**src/rtl/fnn_pkg.sv**
```systemverilog
// fnn_pkg: shared types and constants for the fully connected layer blocks
package fnn_pkg;
  localparam int DATA_WIDTH = 16;
  typedef enum logic [1:0] {IDLE, RUN, DRAIN, DONE} seq_state_t;
endpackage

```
**src/rtl/neuron_weight_sequencer.sv**
```systemverilog
// neuron_weight_sequencer: reads one weight per accepted activation and pairs them for the MAC
module neuron_weight_sequencer import fnn_pkg::*; #(
  parameter int numWeight = 10,
  parameter int addressWidth = numWeight > 1 ? $clog2(numWeight) : 1,
  parameter int dataWidth = DATA_WIDTH
) (
  input  logic                    clk,
  input  logic                    rst,
  input  logic                    start,
  input  logic                    in_valid,
  input  logic [dataWidth-1:0]    in_data,
  output logic                    in_ready,
  output logic                    w_ren,
  output logic [addressWidth-1:0] w_radd,
  input  logic [dataWidth-1:0]    w_rdata,
  output logic                    mac_valid,
  output logic [dataWidth-1:0]    mac_x,
  output logic [dataWidth-1:0]    mac_w,
  output logic                    mac_last,
  output logic                    busy,
  output logic                    done
);
  localparam logic [addressWidth-1:0] last_addr = addressWidth'(numWeight - 1);
  seq_state_t state, state_n;
  logic [addressWidth-1:0] cnt;
  logic [dataWidth-1:0] x_d;
  logic vld_d, last_d, accept, at_last;
  assign in_ready  = state == RUN;
  assign accept    = in_valid && in_ready;
  assign at_last   = cnt == last_addr;
  assign w_ren     = accept;
  assign w_radd    = cnt;
  assign mac_valid = vld_d;
  assign mac_x     = x_d;
  // the memory's one-cycle read latency matches the activation register, so the weight passes straight through
  assign mac_w     = w_rdata;
  assign mac_last  = last_d && vld_d;
  assign busy      = state != IDLE;
  assign done      = state == DONE;
  always_comb begin
    state_n = state;
    state_n = state == IDLE ? (start ? RUN : IDLE) :
              state == RUN ? (accept && at_last ? DRAIN : RUN) :
              state == DRAIN ? DONE : IDLE;
  end
  always_ff @(posedge clk) begin
    if (rst) begin
      state  <= IDLE;
      cnt    <= '0;
      x_d    <= '0;
      vld_d  <= 1'b0;
      last_d <= 1'b0;
    end else begin
      state <= state_n;
      if (state == IDLE && start) cnt <= '0;
      else if (accept && !at_last) cnt <= cnt + 1'b1;
      if (accept) x_d <= in_data;
      vld_d  <= accept;
      last_d <= accept && at_last;
    end
  end
endmodule

```
**config.mk**
```make
export PLATFORM = sky130hd
export DESIGN_NAME = neuron_weight_sequencer
export DESIGN_NICKNAME = d
export VERILOG_FILES = /design/src/rtl/fnn_pkg.sv /design/src/rtl/neuron_weight_sequencer.sv
export SDC_FILE = /design/constraint.sdc
export NUM_CORES = 1
export LEC_CHECK = 0
export ABC_CLOCK_PERIOD_IN_PS = 1100
export CAP_MARGIN = 20
export CORE_ASPECT_RATIO = 0.6
export CORE_UTILIZATION = 30
export DETAILED_ROUTE_END_ITERATION = 16
export MAX_ROUTING_LAYER = met4
export PLACE_DENSITY_LB_ADDON = 0.3
export REMOVE_ABC_BUFFERS = 1
export SLEW_MARGIN = 20
export SYNTH_ARGS = -nofsm -noshare
export SYNTH_HDL_FRONTEND = slang
export SYNTH_SLANG_ARGS = --single-unit
```
**constraint.sdc**
```tcl
create_clock -name clk -period 1.1 [get_ports clk]
set_input_delay 0.22 -clock clk [delete_from_list [all_inputs] [get_ports clk]]
set_output_delay 0.22 -clock clk [all_outputs]
set_load 0.01 [all_outputs]
```
# Word level (Yosys, flattened, before mapping)

Cells that the tools add are included.

Register bits: 24
Input port bits: 36
Output and inout port bits: 42

$add $sub $neg: 1
Reduce and logical (&&, ||, !) cells: 9
Mux-type cells: 5
Eq/ne operators: 4

Operator list:

| cell                  | number |
|---|---|
| $mux W2               | 4 |
| $logic_and A1 B1 Y1   | 5 |
| $add A4 B1 Y4 const B | 1 |
| $eq A2 B2 Y1 const B  | 2 |
| $eq A4 B4 Y1 const B  | 1 |
| $eq A2 B1 Y1 const B  | 1 |
| $logic_not A2 Y1      | 1 |
| $reduce_bool A2 Y1    | 1 |
| $reduce_or A2 Y1      | 1 |
| $logic_not A1 Y1      | 1 |
| $mux W1               | 1 |

# Longest topological paths before layout

Depth in word-level cells: 6
Gate-level depth with buffers: 5

# Least setup slack after synthesis

No wires, ideal clock.

Path type: register to register
From: reg cnt[1] (netlist: w_radd[1])
To: reg cnt[0] (netlist: w_radd[0])
Period minus slack after synthesis: 1.302 ns
Path slack: -0.202 ns
Path buffers: 0
Stages on the path, launching flop included: 6
Required time: 1.030 ns
Arrival: 1.232 ns
Path through: dfxtp_1 inv_1 ha_1 and3b_1 or3_1 a21oi_1

Longest elaborated chain between the ends: 3

RTL lines:

| what                     | RTL line                      | text |
|---|---|---|
| start: declaration       | neuron_weight_sequencer.sv:25 | `logic [addressWidth-1:0] cnt;` |
| start signal: assignment | neuron_weight_sequencer.sv:56 | `else if (accept && !at_last) cnt <= cnt + 1'b1;` |
| $eq A4 B4 Y1             | neuron_weight_sequencer.sv:30 | `assign at_last = cnt == last_addr;` |
| $logic_not A1 Y1         | neuron_weight_sequencer.sv:56 |  |
| $logic_and A1 B1 Y1      | neuron_weight_sequencer.sv:56 |  |

Every way passes these cells.
A chain may end at the register's enable or synchronous reset.

# Worst setup path in the final report

From: reg state[0]
To: reg cnt[0] (netlist: w_radd[0])

Longest elaborated chain between the ends: 3
Elaborated cells between the ends (all ways): 6
Classes of those cells: 1 x eq/ne; 5 x reduce/logical

RTL lines:

| what                                                           | RTL line                                                     | text |
|---|---|---|
| start: declaration                                             | neuron_weight_sequencer.sv:24                                | `seq_state_t state, state_n;` |
| start signal: assignment                                       | neuron_weight_sequencer.sv:54                                | `state <= state_n;` |
| $eq A2 B1 Y1 / $logic_not A2 Y1 (equally long branches)        | neuron_weight_sequencer.sv:28, neuron_weight_sequencer.sv:55 |  |
| $logic_and A1 B1 Y1 (on tied branches)                         | neuron_weight_sequencer.sv:29, neuron_weight_sequencer.sv:55 |  |
| $logic_and A1 B1 Y1 / $reduce_or A2 Y1 (equally long branches) | -                                                            |  |

Parallel ways exist; a longest one is shown, timed or not.

==> metrics.csv <==
metric,value,unit
Slew Limit Fails,0,
Yosys warnings,0,
core footprint,3320,µm²
Worst EP arrival,1.49,ns
RSZ-0062 raised after global routing,true,
pre-CTS setup slack,-0.562,ns
post-synthesis cell area,1060,µm²
CP max stage delay,0.39,ns
final setup fails,25,
worst-path cell chain,buf_6 > nand3b_4 > buf_8 > or3_4 > a21oi_2,
die width,78.9,µm
layout cells sized above 1,0.480,
diodes inserted,0,
Detail Route Antenna Nets,0,
vias in the first global route,970,
syn avg cell area,8.24,µm²
iteration count of the initial detailed-routing pass,4,
worst vdd ir,781,µV
Post-Route WL,3240,µm
worst-case clock buffer depth,2,
DRC,0,
cts bufs inserted,3,
Leak Pwr,0.799,nW
CTS tree,built,
final worst slack,-0.182,ns
crit-path max FO,7,
Top delay family on crit path,simple AND/OR/NAND/NOR gates,
CTS Hold Bufs,0,
"commonest cells after routing, fill and taps aside","22 x nand2_1, 18 x clkdlybuf4s50_1, 16 x dfxtp_1",
"commonest non-fill, non-tap cell in the layout",nand2_1,
PortBufs,45,
crit share post-route,1.17,
Clock Sinks,24,
Hold WS,0.440,ns
first-pass GRT wire length,4630,µm
Seq cells post-synth,24,
CTS root buffer,clkbuf_8,
Final Hold Viols,0,
largest net degree at the start of global routing,18,
Worst-Skew Late Latency,0.27,ns
Worst Skew,0.0114,ns
Setup crit start kind,register,
Worst Max-Slew Pin Slew,0.265,ns
"Distinct cells, synth",25,
Final Net Count,218,
Power Density,1110,nW/µm²
Power Total,2.10,mW
Hold Crit Class,in -> out,
Die Y,48.1,µm
WL/cell,14.5,µm
critical path class,reg -> reg,
via count,1062,
Crit. End Element,register,
Starting Density,0.320,
initial antenna violation count,0,
Overflow after GRT,0,
register area share after synthesis,0.452,
via/cell ratio,4.74,
dpl cell area,1480,µm²
failing checks,negative setup slack,
HPWL Detailed,2090,µm
status,"finished, violations left",
Worst slew margin,0.823,
Critical path buffers and inverters,2,
Final Critical Period,1.28,ns
Iter 0 DRT Violations,26,
Worst-path clk slew,0.09,ns
Max Cap Viol,0,
final RePlAce weighted congestion,0.727,
Placement Rows,16,
f_max,780,MHz
growth of design area from synthesis to finish,76.7,%
Total GRT Usage,0.170,
Synth Instances,129,
area of the die,3790,µm²
"slowest stage cell, crit path",dfxtp_4,
Finished Cell Area,1880,µm²
top-level I/O count,78,
H-tree Lvls,1,
CP required,1.31,ns
## layout make-up
class | instances | area, µm²
tap | 45 | 56.3
sequential | 24 | 498
clock inverter | 1 | 30.0
timing repair buffer | 68 | 679
fill | 296 | 1440
clock buffer | 3 | 41.3
inverter | 5 | 21.3
multi-input combinational | 78 | 553
## registers in the layout, indices dropped and copies added (netlist names)
register,count
mac_x,16
state,2
mac_valid,1
w_radd,4
last_d,1
## stage by stage
stage,TNS (ns),utilization,instances
detailed placement,-9.98,0.446,206
global placement,-9.40,0.446,206
finish,-2.77,0.566,224
CTS,-1.33,0.530,221
floorplan,-1.14,-,107
global route,-3.98,0.566,224
## power breakdown
part	switching, mW	leakage, nW	internal, mW
logic	0.173	0.564	0.237
registers	0.0211	0.200	0.896
clock network	0.282	0.0357	0.486
total	0.476	0.799	1.62
## layer usage
metal	vias up	track usage	share of wire	routed length, µm
met5	-	-	0	0
met4	0	0.0291	0	0
met3	0	0.0785	0.093	303
met2	52	0.264	0.50	1610
met1	505	0.208	0.41	1330
li1	505	-	-	-
## Yosys cell counts
library cell | n | area share
a21o_1 | 1 | 0.0071
a21oi_1 | 22 | 0.10
a311oi_2 | 1 | 0.014
and2_1 | 2 | 0.012
and3b_1 | 1 | 0.0082
buf_2 | 4 | 0.019
buf_4 | 16 | 0.11
buf_6 | 1 | 0.011
clkbuf_1 | 1 | 0.0035
dfxtp_1 | 24 | 0.45
ha_1 | 2 | 0.024
inv_1 | 4 | 0.014
inv_2 | 1 | 0.0035
nand2_1 | 32 | 0.11
nand3_1 | 2 | 0.0094
nand3b_1 | 1 | 0.0071
nand3b_4 | 1 | 0.019
nor2_1 | 2 | 0.0071
nor2b_1 | 1 | 0.0059
nor3_1 | 1 | 0.0047
nor3b_1 | 1 | 0.0071
o21ai_0 | 4 | 0.019
o21bai_1 | 1 | 0.0071
or2_1 | 1 | 0.0059
or3_1 | 2 | 0.012
## worst reg2reg max path: cells and delay by family (launching register included)
| family | cells | cell delay, ns |
|---|---|---|
| AO/OA/AOI/OAI | 1 | 0.11 |
| buffers and inverters | 2 | 0.25 |
| flip-flops | 1 | 0.39 |
| AND/OR/NAND/NOR | 2 | 0.47 |
## repair_timing
action / 4_1_cts / 5_1_grt
hold endpoints to repair: 0 / 0
resized for setup: 100 / 52
gates cloned: 2 / 0
pin swaps: 11 / 17
setup endpoints to repair: 48 / 46
setup buffers: 9 / 3
## cells by family (layout without fill, tap and decap cells)
family	count (synthesis)	after routing	synth area share
flops	24	24	0.452
simple gates	47	47	0.211
buf+inv	27	77	0.164
fa+ha+maj	2	2	0.0235
compound gates	29	29	0.151
## path summary, 6_finish.rpt
kind	slack [ns]	from	endpoint	depth (start not counted)
worst max-delay path	-0.18	state[0]	w_radd[0]	5
worst max register to register	-0.18	state[0]	w_radd[0]	5
worst min register to register	0.46	mac_x[11]	mac_x[11]	2
worst min-delay path	0.44	w_rdata[0]	mac_w[0]	0
No activity file was read; power rests on OpenSTA's default activity.
